**src/rtl/mem_stage_pkg.sv**
```systemverilog
// ---------------------------------------------------------------------------
// mem_stage_pkg
// Shared definitions for the memory stage and its SRAM controller:
//   - state_t / ST_*   : controller states (IDLE, LOW, HIGH, DONE)
//   - HW_WIDTH         : external SRAM data width (one half-word)
//   - BASE_ADDR_DEFAULT: byte address that maps onto SRAM word 0
// ---------------------------------------------------------------------------
package mem_stage_pkg;

   localparam int unsigned HW_WIDTH          = 16;
   localparam logic [31:0] BASE_ADDR_DEFAULT = 32'd1024;

   // Plain 2-bit constants keep the encoding visible to older tools and
   // netlist readers.
   typedef logic [1:0] state_t;
   localparam state_t ST_IDLE = 2'd0;
   localparam state_t ST_LOW  = 2'd1;
   localparam state_t ST_HIGH = 2'd2;
   localparam state_t ST_DONE = 2'd3;

endpackage

```
**src/rtl/mem_stage_if.sv**
```systemverilog
// ---------------------------------------------------------------------------
// mem_stage_if
// External 16-bit SRAM port of the memory stage.
//   sram_addr  : half-word address (driven by master)
//   sram_wdata : write data        (driven by master)
//   sram_we_n  : active-low write enable (driven by master)
//   sram_rdata : read data, valid while addressed (driven by slave)
// ---------------------------------------------------------------------------
interface mem_stage_if #(
   parameter int SRAM_AW = 18
);
   import mem_stage_pkg::*;

   logic [SRAM_AW-1:0]  sram_addr;
   logic [HW_WIDTH-1:0] sram_wdata;
   logic                sram_we_n;
   logic [HW_WIDTH-1:0] sram_rdata;

   modport master (
      output sram_addr,
      output sram_wdata,
      output sram_we_n,
      input  sram_rdata
   );

   modport slave (
      input  sram_addr,
      input  sram_wdata,
      input  sram_we_n,
      output sram_rdata
   );

endinterface

```
**src/rtl/mem_stage_sram_ctrl.sv**
```systemverilog
// ---------------------------------------------------------------------------
// sram_ctrl
// Splits one 32-bit load/store into two half-word SRAM accesses (low half
// first), each held for WAIT_CYCLES cycles, and assembles read data.
//   clk, rst : clock, synchronous active-high reset
//   req, we  : start an access (sampled in IDLE); we=1 selects a write
//   addr     : byte address; BASE_ADDR maps to SRAM word 0, addr[1:0] ignored
//   wdata    : 32-bit store data (sampled with req)
//   rdata    : assembled load data, valid in DONE
//   busy     : high in LOW and HIGH
//   done     : high for the single DONE cycle
//   sram     : SRAM port (registered outputs)
// ---------------------------------------------------------------------------
module sram_ctrl
   import mem_stage_pkg::*;
#(
   parameter logic [31:0] BASE_ADDR   = BASE_ADDR_DEFAULT,
   parameter int          SRAM_AW     = 18,
   parameter int          WAIT_CYCLES = 1
) (
   input  logic        clk,
   input  logic        rst,
   input  logic        req,
   input  logic        we,
   input  logic [31:0] addr,
   input  logic [31:0] wdata,
   output logic [31:0] rdata,
   output logic        busy,
   output logic        done,
   mem_stage_if.master sram
);

   localparam int CW = (WAIT_CYCLES > 1) ? $clog2(WAIT_CYCLES) : 1;
   localparam logic [CW-1:0] LAST = CW'(WAIT_CYCLES - 1);

   state_t              state;
   logic [CW-1:0]       cnt;
   logic [SRAM_AW-2:0]  word_q;
   logic [HW_WIDTH-1:0] wdata_hi_q;
   logic                we_q;
   logic [SRAM_AW-2:0]  word_addr;
   logic                phase_end;

   // Subtraction wraps modulo 2^32, so addresses below BASE_ADDR alias to
   // the top of the SRAM rather than being rejected.
   assign word_addr = (SRAM_AW-1)'((addr - BASE_ADDR) >> 2);
   assign phase_end = (cnt == LAST);
   assign busy      = (state == ST_LOW) || (state == ST_HIGH);
   assign done      = (state == ST_DONE);

   // NOTE: every register here uses <= so all of them sample the values
   // from before the edge; mixing in = would make ordering matter.
   always_ff @(posedge clk) begin
      if (rst) begin
         state           <= ST_IDLE;
         cnt             <= '0;
         word_q          <= '0;
         wdata_hi_q      <= '0;
         we_q            <= 1'b0;
         rdata           <= '0;
         sram.sram_addr  <= '0;
         sram.sram_wdata <= '0;
         sram.sram_we_n  <= 1'b1;
      end else begin
         case (state)
            ST_IDLE: begin
               if (req) begin
                  // SRAM outputs are registered, so the low-half access is
                  // launched on the same edge that enters LOW.
                  state           <= ST_LOW;
                  cnt             <= '0;
                  word_q          <= word_addr;
                  wdata_hi_q      <= wdata[2*HW_WIDTH-1:HW_WIDTH];
                  we_q            <= we;
                  sram.sram_addr  <= {word_addr, 1'b0};
                  sram.sram_wdata <= wdata[HW_WIDTH-1:0];
                  sram.sram_we_n  <= ~we;
               end
            end
            ST_LOW: begin
               if (phase_end) begin
                  state                  <= ST_HIGH;
                  cnt                    <= '0;
                  rdata[HW_WIDTH-1:0]    <= sram.sram_rdata;
                  sram.sram_addr         <= {word_q, 1'b1};
                  sram.sram_wdata        <= wdata_hi_q;
                  sram.sram_we_n         <= ~we_q;
               end else begin
                  cnt <= cnt + CW'(1);
               end
            end
            ST_HIGH: begin
               if (phase_end) begin
                  state                          <= ST_DONE;
                  cnt                            <= '0;
                  rdata[2*HW_WIDTH-1:HW_WIDTH]   <= sram.sram_rdata;
                  sram.sram_we_n                 <= 1'b1;
               end else begin
                  cnt <= cnt + CW'(1);
               end
            end
            default: begin
               // DONE always returns to IDLE so a request still held on the
               // inputs is not executed a second time.
               state <= ST_IDLE;
            end
         endcase
      end
   end

endmodule

```
**src/rtl/mem_stage.sv**
```systemverilog
// ---------------------------------------------------------------------------
// mem_stage
// Memory stage of the 5-stage pipeline with the MEM/WB pipeline register.
// Loads/stores run through sram_ctrl as two half-word accesses while freeze
// holds the upstream pipeline; other instructions pass with latency 1.
//   clk, rst                       : clock, synchronous active-high reset
//   wb_en, mem_read, mem_write     : controls from execute
//   alu_result, reg2, dest         : ALU result/byte address, store data, rd
//   freeze                         : combinational upstream hold
//   wb_en_out, mem_read_out,
//   alu_result_out, mem_data_out,
//   dest_out                       : MEM/WB register outputs
//   sram                           : external SRAM port
// ---------------------------------------------------------------------------
module mem_stage
   import mem_stage_pkg::*;
#(
   parameter logic [31:0] BASE_ADDR   = BASE_ADDR_DEFAULT,
   parameter int          SRAM_AW     = 18,
   parameter int          WAIT_CYCLES = 1
) (
   input  logic        clk,
   input  logic        rst,
   input  logic        wb_en,
   input  logic        mem_read,
   input  logic        mem_write,
   input  logic [31:0] alu_result,
   input  logic [31:0] reg2,
   input  logic [4:0]  dest,
   output logic        freeze,
   output logic        wb_en_out,
   output logic        mem_read_out,
   output logic [31:0] alu_result_out,
   output logic [31:0] mem_data_out,
   output logic [4:0]  dest_out,
   mem_stage_if.master sram
);

   logic        req;
   logic        busy;
   logic        done;
   logic [31:0] rdata;

   assign req = mem_read | mem_write;

   sram_ctrl #(
      .BASE_ADDR   (BASE_ADDR),
      .SRAM_AW     (SRAM_AW),
      .WAIT_CYCLES (WAIT_CYCLES)
   ) u_sram_ctrl (
      .clk   (clk),
      .rst   (rst),
      .req   (req),
      .we    (mem_write),
      .addr  (alu_result),
      .wdata (reg2),
      .rdata (rdata),
      .busy  (busy),
      .done  (done),
      .sram  (sram)
   );

   // Frozen while the access is in flight or a request waits in IDLE; DONE
   // releases the pipeline even though the request is still on the inputs.
   assign freeze = ~rst & (busy | (req & ~done));

   always_ff @(posedge clk) begin
      if (rst) begin
         wb_en_out      <= 1'b0;
         mem_read_out   <= 1'b0;
         alu_result_out <= '0;
         mem_data_out   <= '0;
         dest_out       <= '0;
      end else if (!freeze) begin
         wb_en_out      <= wb_en;
         mem_read_out   <= mem_read;
         alu_result_out <= alu_result;
         dest_out       <= dest;
         // A read with mem_write also high is a store: load data unchanged.
         if (done && mem_read && !mem_write) begin
            mem_data_out <= rdata;
         end
      end
   end

endmodule

```
**src/flat_wrapper.sv**
```systemverilog
// flat-port wrapper written by rule: the top's interface ports become plain ports
module mem_stage_flat import mem_stage_pkg::*;
#(
   parameter logic [31:0] BASE_ADDR   = BASE_ADDR_DEFAULT,
   parameter int          SRAM_AW     = 18,
   parameter int          WAIT_CYCLES = 1
)
  (clk, rst, wb_en, mem_read, mem_write, alu_result, reg2, dest, freeze, wb_en_out, mem_read_out, alu_result_out, mem_data_out, dest_out, sram_sram_addr, sram_sram_wdata, sram_sram_we_n, sram_sram_rdata);
  mem_stage_if #(.SRAM_AW(SRAM_AW)) sram_i ();
  input  logic clk;
  input  logic rst;
  input  logic wb_en;
  input  logic mem_read;
  input  logic mem_write;
  input  logic [31:0] alu_result;
  input  logic [31:0] reg2;
  input  logic [4:0] dest;
  output logic freeze;
  output logic wb_en_out;
  output logic mem_read_out;
  output logic [31:0] alu_result_out;
  output logic [31:0] mem_data_out;
  output logic [4:0] dest_out;
  output wire logic [$bits(sram_i.sram_addr)-1:0] sram_sram_addr;
  output wire logic [$bits(sram_i.sram_wdata)-1:0] sram_sram_wdata;
  output wire logic [$bits(sram_i.sram_we_n)-1:0] sram_sram_we_n;
  input wire logic [$bits(sram_i.sram_rdata)-1:0] sram_sram_rdata;
  assign sram_sram_addr = sram_i.sram_addr;
  assign sram_sram_wdata = sram_i.sram_wdata;
  assign sram_sram_we_n = sram_i.sram_we_n;
  assign sram_i.sram_rdata = sram_sram_rdata;
  mem_stage #(.BASE_ADDR(BASE_ADDR), .SRAM_AW(SRAM_AW), .WAIT_CYCLES(WAIT_CYCLES)) u_core (.clk(clk), .rst(rst), .wb_en(wb_en), .mem_read(mem_read), .mem_write(mem_write), .alu_result(alu_result), .reg2(reg2), .dest(dest), .freeze(freeze), .wb_en_out(wb_en_out), .mem_read_out(mem_read_out), .alu_result_out(alu_result_out), .mem_data_out(mem_data_out), .dest_out(dest_out), .sram(sram_i));
endmodule
```
**config.mk**
```make
export PLATFORM = sky130hd
export DESIGN_NAME = mem_stage_flat
export DESIGN_NICKNAME = d
export VERILOG_FILES = /design/src/rtl/mem_stage_pkg.sv /design/src/rtl/mem_stage_if.sv /design/src/rtl/mem_stage_sram_ctrl.sv /design/src/rtl/mem_stage.sv /design/src/flat_wrapper.sv
export SDC_FILE = /design/constraint.sdc
export NUM_CORES = 1
export LEC_CHECK = 0
export CAP_MARGIN = 20
export CORE_MARGIN = 1.5
export CORE_UTILIZATION = 50
export DETAILED_ROUTE_END_ITERATION = 6
export PLACE_DENSITY = 0.95
export SKIP_LAST_GASP = 1
export SLEW_MARGIN = 5
export SYNTH_ARGS = -nofsm -noshare
export SYNTH_HDL_FRONTEND = slang
export SYNTH_SLANG_ARGS = --single-unit
export TNS_END_PERCENT = 30
```
**constraint.sdc**
```tcl
create_clock -name clk -period 3.5 [get_ports clk]
set_clock_uncertainty 0.2 [all_clocks]
set_input_delay 0.7 -clock clk [delete_from_list [all_inputs] [get_ports clk]]
set_output_delay 0.7 -clock clk [all_outputs]
set_load 0.005 [all_outputs]
```
Word level (Yosys, flattened, before mapping)
Index checks and enable logic that the tools add are counted.
Cells by class
  reduce and logical (&&, ||, !) cells: 17
  add/subtract/negate cells: 2
  eq/ne operators: 6
  bitwise operators: 10
  muxes and demuxes: 17
Operators with widths (count)
  18-bit two-way mux: 2
  18-bit one-hot mux with 2 select lines: 1
  16-bit two-way mux: 2
  16-bit one-hot mux with 2 select lines: 1
  19-bit by 11-bit subtractor with 19-bit output (second input constant): 1
  2-bit AND reduction: 5
  2-bit two-way mux: 3
  1-bit NOT: 6
  2-bit one-hot mux with 3 select lines: 1
  3-bit AND reduction: 2
  1-bit two-way mux: 5
  2-bit equality test (second input constant): 2
  2-bit != test (second input constant): 2
  4-bit AND reduction: 1
  2-bit nonzero test: 2
  1-bit one-hot mux with 3 select lines: 1
  3-bit nonzero test: 1
  1-bit AND: 2
  2-bit by 1-bit equality test with 1-bit output (second input constant): 1
  1-bit logical AND: 2
  2-bit zero test: 1
  2-bit by 1-bit != test with 1-bit output (second input constant): 1
  1-bit bitwise OR: 2
  1-bit one-hot mux with 2 select lines: 1
  other kinds (4): 4
Word-level totals
  logic and storage cells: 67
  bits of input ports: 90
  output and inout bits: 107
  register bits: 175

Longest topological paths before layout
Gate-level depths: netlist of run 1.
  word-level depth: 7
  depth in mapped cells: 8
  gate-level depth less buffers: 6

Cells and area by module
A second synthesis of run 1 with hierarchy kept.
Unflattened totals
  cells, all modules: 765
  area, all modules: 7328.3 sq um
By module, submodules not included
  sram_ctrl: seq. area each 2062.0 sq um, area each 4076.4 sq um, cells an instance 451, instances 1
  mem_stage: seq. area each 1421.4 sq um, area each 3251.9 sq um, cells an instance 314, instances 1

Worst setup path after synthesis of run 1
OpenSTA, ideal clock, no wires.
  path type: input to output
  from: input port rst
  to: output port freeze
  slack: 1.039 ns
  path buffers: 3
  cell stages on the path: 4
  arrival time: 1.561 ns
  data required time: 2.600 ns
  cells stage by stage: clkbuf_1 -> clkbuf_1 -> buf_1 -> nor2_1
On the way
  word-level cells in the longest chain between the ends: 2
RTL lines
  start, declared: RTL line flat_wrapper.sv:11  | input logic rst;
  1-bit NOT: RTL line mem_stage.sv:65  | assign freeze = ~rst & (busy | (req & ~done));
  1-bit AND: RTL line mem_stage.sv:65
  end, declared: RTL line flat_wrapper.sv:18  | output logic freeze;
Every way passes these cells.

Worst setup path in the final report of run 1
  from: input port mem_read
  to: output port freeze
On the way
  word-level cells in the longest chain between the ends: 4
RTL lines
  start, declared: RTL line flat_wrapper.sv:13  | input logic mem_read;
  1-bit bitwise OR: RTL line mem_stage.sv:44  | assign req = mem_read | mem_write;
  1-bit AND: RTL line mem_stage.sv:65
  1-bit bitwise OR: RTL line mem_stage.sv:65
  1-bit AND: RTL line mem_stage.sv:65
Every way passes these cells.

==> metrics, run 1 <==
crit path time final=3120 ps; worst-skew pair later-pin latency=420 ps; Top FF cell, synth=dfxtp_1; Syn Nets=866; Setup crit end kind=primary output; total wire length=17330 um; final core occ=73.32%; Post-layout nets=1037; Combinational Power Share=35.2%; CTS tree=built; Unique masters post-synth=42; vias per inst=5.183; internal power=4.909 mW; largest net degree at the start of global routing=115; core region area=12770 um^2; status=complete, no violations; GRT Resource Usage Total=25.28%; gpl congestion=0.8229; initial antenna violation count=0; H-tree levels=4; post-DP HPWL=11770 um; antenna-violating nets left=0; Final Hold Vio Count=0; share of layout cells above drive strength 1=6.184%; Syn Inst Count=770; die area=13930 um^2; P_sw=2.364 mW; CP Max Fanout=3; Synth area leader=dfxtp_1; total CTS buffers=17; gr ovfl total=0; Worst EP required=2600 ps; first-pass GRT wire length=28350 um; Initial Utilization=51.80%; maximum clock rate=320.6 MHz; post-CTS setup buffers=0; Post-Synthesis Cell Area=6616 um^2; die height=118.0 um; final instance area=9365 um^2; Initial DRT Pass Iterations=5; RSZ-0062 raised after global routing=no; slew margin rel.=41.54%; crit path kind=in2out; Port Buffers=196; vias in the first global route=5864; DP Area=8706 um^2; P&R area growth vs syn=41.55%; Final setup viols=0; final count of pins violating max slew=0; most frequent cell after synthesis=nand2_1; worst slew pin tran=876.9 ps; pwr dens=776.6 nW/um^2; flops & latches, synth=174; CTS Buffer Depth=2; Sw Ratio=32.50%; vias post-DR=5836; post-route setup TNS=0 ps; max-cap violation count=0; list of most frequent post-synthesis cells=205 x nand2_1, 174 x dfxtp_1, 109 x a21oi_1, 73 x nor2_1, 57 x mux2i_1; VDD IR-drop max=536.3 uV; Avg Cell Area, Syn=8.593 um^2; starting DRC count in detailed routing=383; Critical Path AT=2220 ps; site row count=41; CTS clk-pin slew, worst paths=60 ps; Post-synth EDFFs=0; register area share after synthesis=52.65%; Sink Count=174; clock power share=27.4%; Async SR Flop Fraction=0%; Synth area leaders=dfxtp_1 53%, nand2_1 12%, mux2i_1 8.6%; CP startpoint kind=input port; YS warnings=0; hold_buf cts=0; Leak=3.422 nW; DRC viols=0; area share of the largest cell type after synthesis=52.65%; cts repair resizes=0; number of diodes=0; Die Width=118.0 um; clk root buf=clkbuf_16; IO Pins=197; DR WL/cell=15.39 um; part of the cycle the worst path needs=89.13%; fraction of power consumed by sequential logic=37.4%; worst min path class=reg2reg
critical path: stages:
cell,delay (ps)
clkdlybuf4s50_1,440
nor2_1,350
o21ba_2,200
nor2_1,40
clkdlybuf4s50_1,490
state kept, by name (all words and copies together), names as in the netlist, 5 cells and up:
register                            count
u_core.mem_data_out                    32
u_core.u_sram_ctrl.word_q              17
u_core.u_sram_ctrl.rdata               32
u_core.alu_result_out                  32
u_core.u_sram_ctrl.sram.sram_wdata     16
u_core.dest_out                         5
u_core.u_sram_ctrl.wdata_hi_q          16
u_core.u_sram_ctrl.sram.sram_addr      18
cells by family after synthesis:
kind of cell	Yosys count	synth area share (%)
simple gates	297	18.14
flops	174	52.65
compound gates	162	14.26
buf+inv	66	4.104
xor+xnor	7	0.9266
fa+ha+maj	6	1.135
mux	58	8.794
metrics by stage:
step                power [mW]  std cells  hold WS (ps)  setup slack [ps]
finish                   7.273       1126         250.4             380.4
detailed placement       5.297       1093         243.7             358.9
global placement         5.185       1093         237.2             428.5
floorplan                4.208        770         231.2              1039
global route             7.698       1126         268.8             316.9
CTS                      7.310       1125         252.5             359.4
power groups by stage:
stage / Clock (mW) / Combinational (mW) / Sequential [mW]
6_report: 1.99 / 2.56 / 2.72
3_3_place_gp: 0 / 2.46 / 2.72
3_5_place_dp: 0 / 2.54 / 2.76
4_1_cts: 2.03 / 2.56 / 2.72
5_1_grt: 2.12 / 2.80 / 2.77
2_1_floorplan: 0 / 1.48 / 2.73
layer usage:
layer | vias up | share of wire (%) | track usage (%)
li1 | 2911 | - | -
met1 | 2688 | 43 | 29.84
met2 | 193 | 48 | 42.84
met3 | 44 | 5.2 | 5.911
met4 | 0 | 3.8 | 13.03
met5 | - | 0 | 0
final timing paths:
| kind | cells past startpoint | slack (ps) | endpoint | startpoint |
|---|---|---|---|---|
| worst max register to register | 7 | 980 | u_core.u_sram_ctrl.sram.sram_addr[14] | u_core.u_sram_ctrl.state[1] |
| worst min register to register | 2 | 250 | u_core.mem_data_out[14] | u_core.u_sram_ctrl.rdata[14] |
| worst min-delay path | 2 | 250 | u_core.mem_data_out[14] | u_core.u_sram_ctrl.rdata[14] |
| worst max-delay path | 5 | 380 | freeze | mem_read |
cell usage in the layout (no fill, tap or decap), types with 2 or more instances in the layout:
cell type        count
a211oi_1            30
a21oi_1            109
buf_12               3
buf_4               11
bufinv_16            4
clkbuf_16           17
clkdlybuf4s50_1    195
clkinv_2             2
clkinv_4             4
clkinvlp_4           2
dfxtp_1            174
ha_1                 5
inv_1                8
mux2i_1             57
nand2_1            205
nand2b_1             2
nor2_1              73
nor3_1               4
nor4_2               2
o21ai_0              3
o21ai_1              6
o21ai_2              2
o31a_1               2
xnor2_1              6
area by class of cell:
cell class	count	area, um^2
Inverter	8	30.03
Fill cell	884	3408
Tap cell	172	215.2
Clock inverter	13	188.9
Timing Repair Buffer	210	2122
Clock buffer	19	442.9
Multi-Input combinational cell	530	2883
Sequential cell	174	3483
No activity file was read; power rests on OpenSTA's default activity.
==> run 2, diff against run 1 <==
CORE_MARGIN = 3   (was 1.5)
TNS_END_PERCENT = unset   (was 30)
==> run 2 against run 1 <==
Largest power group unchanged; wire length grew 2.9%; total power grew 0.11%; critical path depth unchanged; via count up 2.0%; global-route usage fell by 0.86 points; largest cell class unchanged.
==> metrics, run 2 (synthesis results as in run 1) <==
reg-to-reg endpoint=u_core.u_sram_ctrl.sram.sram_wdata[8]; clk root buf=clkbuf_16; die height=121.0 um (+2.5%); P&R area growth vs syn=41.23%; most frequent cells in the layout=205 x nand2_1, 195 x clkdlybuf4s50_1, 174 x dfxtp_1, 109 x a21oi_1, 73 x nor2_1; H-tree levels=4 (unchanged); Hold EP=u_core.mem_data_out[12]; CTS Buffer Depth=2 (unchanged); vias in the first global route=5657 (-3.5%); slew margin rel.=47.58% (+6.0 points); Max stage delay on crit path=490 ps (about the same); post-route setup TNS=0 ps (unchanged); most common cell after layout, fill and taps aside=nand2_1; initial antenna violation count=0 (unchanged); gr ovfl total=0 (unchanged); worst min path class=reg2reg; cts repair resizes=0 (unchanged); CP Max Fanout=3 (unchanged); DRC viols=0 (unchanged); Levels on crit path=5 (unchanged); total CTS buffers=17 (unchanged); number of diodes=0 (unchanged); fraction of power consumed by sequential logic=37.2% (-0.2 points); post-CTS setup buffers=0 (unchanged); P_sw=2.337 mW (-1.2%); pwr dens=779.3 nW/um^2 (+0.34%); Final setup viols=0 (unchanged); Top Registers=u_core.alu_result_out: 32 flops, u_core.mem_data_out: 32 flops, u_core.u_sram_ctrl.rdata: 32 flops; worst path cell trace=clkdlybuf4s50_1, nor2_1, o21ba_2, nor2_1, clkdlybuf4s50_1; internal power=4.945 mW (+0.72%); WP buf/inv=2 (unchanged); max-cap violation count=0 (unchanged); worst hold stages=2 (unchanged); Metal-1 WL=7181 um (-3.3%); GRT Resource Usage Total=24.42% (-0.86 points); crit path time final=3281 ps (+161.8 ps); hold_sp=u_core.u_sram_ctrl.rdata[12]; Routed met2 length=8808 um (+5.6%); Die Width=121.0 um (+2.5%); Initial DRT Pass Iterations=5 (unchanged); Final Hold Vio Count=0 (unchanged); final count of pins violating max slew=0 (unchanged); die area=14650 um^2 (+5.1%); maximum clock rate=304.7 MHz (-4.9%); worst slew pin tran=786.3 ps (-90.62 ps); Combinational Power Share=35.1% (about the same); Initial Utilization=51.80% (unchanged); Port Buffers=196 (unchanged); Critical Path AT=2380 ps (+160 ps); status=complete, no violations; r2r startpoint=u_core.u_sram_ctrl.state[0]; gpl congestion=0.7777 (-5.5%); IO Pins=197 (unchanged); CTS clk-pin slew, worst paths=60 ps (about the same); Post-layout nets=1038 (+0.096%); core region area=12770 um^2 (unchanged); Worst R2R Setup Slack=1090 ps (+110 ps); clock power share=27.6% (+0.2 points); hold_buf cts=0 (unchanged); Leak=3.423 nW (about the same); part of the cycle the worst path needs=93.75% (+4.6 points); CP max stage cell=clkdlybuf4s50_1; share of layout cells above drive strength 1=6.283% (+0.098 points); vias per inst=5.280 (+1.9%); CP startpoint kind=input port; starting DRC count in detailed routing=431 (+13%); total wire length=17840 um (+2.9%); largest net degree at the start of global routing=79 (-31%); final core occ=73.15% (-0.17 points); Sink Count=174 (unchanged); Met3 Routed Length=1357 um (+50%); vias post-DR=5950 (+2.0%); highest routed layer=met4; Sw Ratio=32.09% (-0.41 points); crit path kind=in2out; worst-skew pair later-pin latency=420 ps (about the same); first-pass GRT wire length=28470 um (+0.41%); delay-heaviest family, CP=buffers and inverters; antenna-violating nets left=0 (unchanged); CTS tree=built; VDD IR-drop max=432.5 uV (-19%); RSZ-0062 raised after global routing=no; site row count=41 (unchanged); Worst EP required=2600 ps (about the same); R2R cell count=7 (unchanged); post-DP HPWL=11970 um (+1.7%); DR WL/cell=15.83 um (+2.8%); Setup crit end kind=primary output
[run 2: cell types whose count changed in the layout (fill, tap and decap cells not counted), moves of 2 or more]
cell	change
clkbuf_8	+3
buf_12	-2
clkinv_4	-3
buf_4	+4
[run 2: power groups by stage]
stage	clock, mW	combinational [mW]	sequential [mW]
finish	2.01	2.56	2.71
global route	2.12	2.80	2.76
CTS	2.04	2.57	2.71
detailed placement	0	2.53	2.74
global placement	0	2.46	2.72
floorplan	0	1.48	2.73
[run 2: stage by stage]
stage	total power, mW	std cells	hold WS [ps]	setup slack [ps]	area [um^2]
floorplan	4.208	770	231.2	1039	6616
global placement	5.183	1095	235.5	245.2	8701
detailed placement	5.274	1095	242.1	230.1	8701
CTS	7.318	1127	250.9	226.7	9344
global route	7.680	1127	269.9	210.1	9344
finish	7.282	1127	250.6	218.6	9344
[run 2: worst max-delay path by stage]
stage | endpoint | start
5_1_grt | freeze | mem_read
6_report | freeze | mem_read
3_5_place_dp | freeze | mem_read
2_1_floorplan | freeze | rst
4_1_cts | freeze | mem_read
3_3_place_gp | freeze | mem_read
[run 2: final cells by class]
| class | count | area (um^2) |
|---|---|---|
| sequential | 174 | 3483 |
| fill | 872 | 3430 |
| multi-input combinational | 530 | 2888 |
| timing repair buffer | 211 | 2085 |
| clock buffer | 22 | 484.2 |
| tap | 172 | 215.2 |
| clock inverter | 10 | 158.9 |
| inverter | 8 | 30.03 |
[run 2: per-layer routing]
metal | GRT usage (%) | up-vias
met5 | 0 | -
met4 | 9.561 | 0
met3 | 7.040 | 32
met2 | 41.19 | 226
met1 | 29.35 | 2781
li1 | - | 2911
[run 2: tightest hold or removal path, stage by stage, from the launching register on]
cell     delay, ps
dfxtp_1        310
nand2_1         50
a21oi_1         50
==> run 3, diff against run 2 <==
SKIP_CTS_REPAIR_TIMING = 1   (was unset)
==> results of run 3 <==
Same layout as run 2: the final DEF is identical, and so are final timing and power.
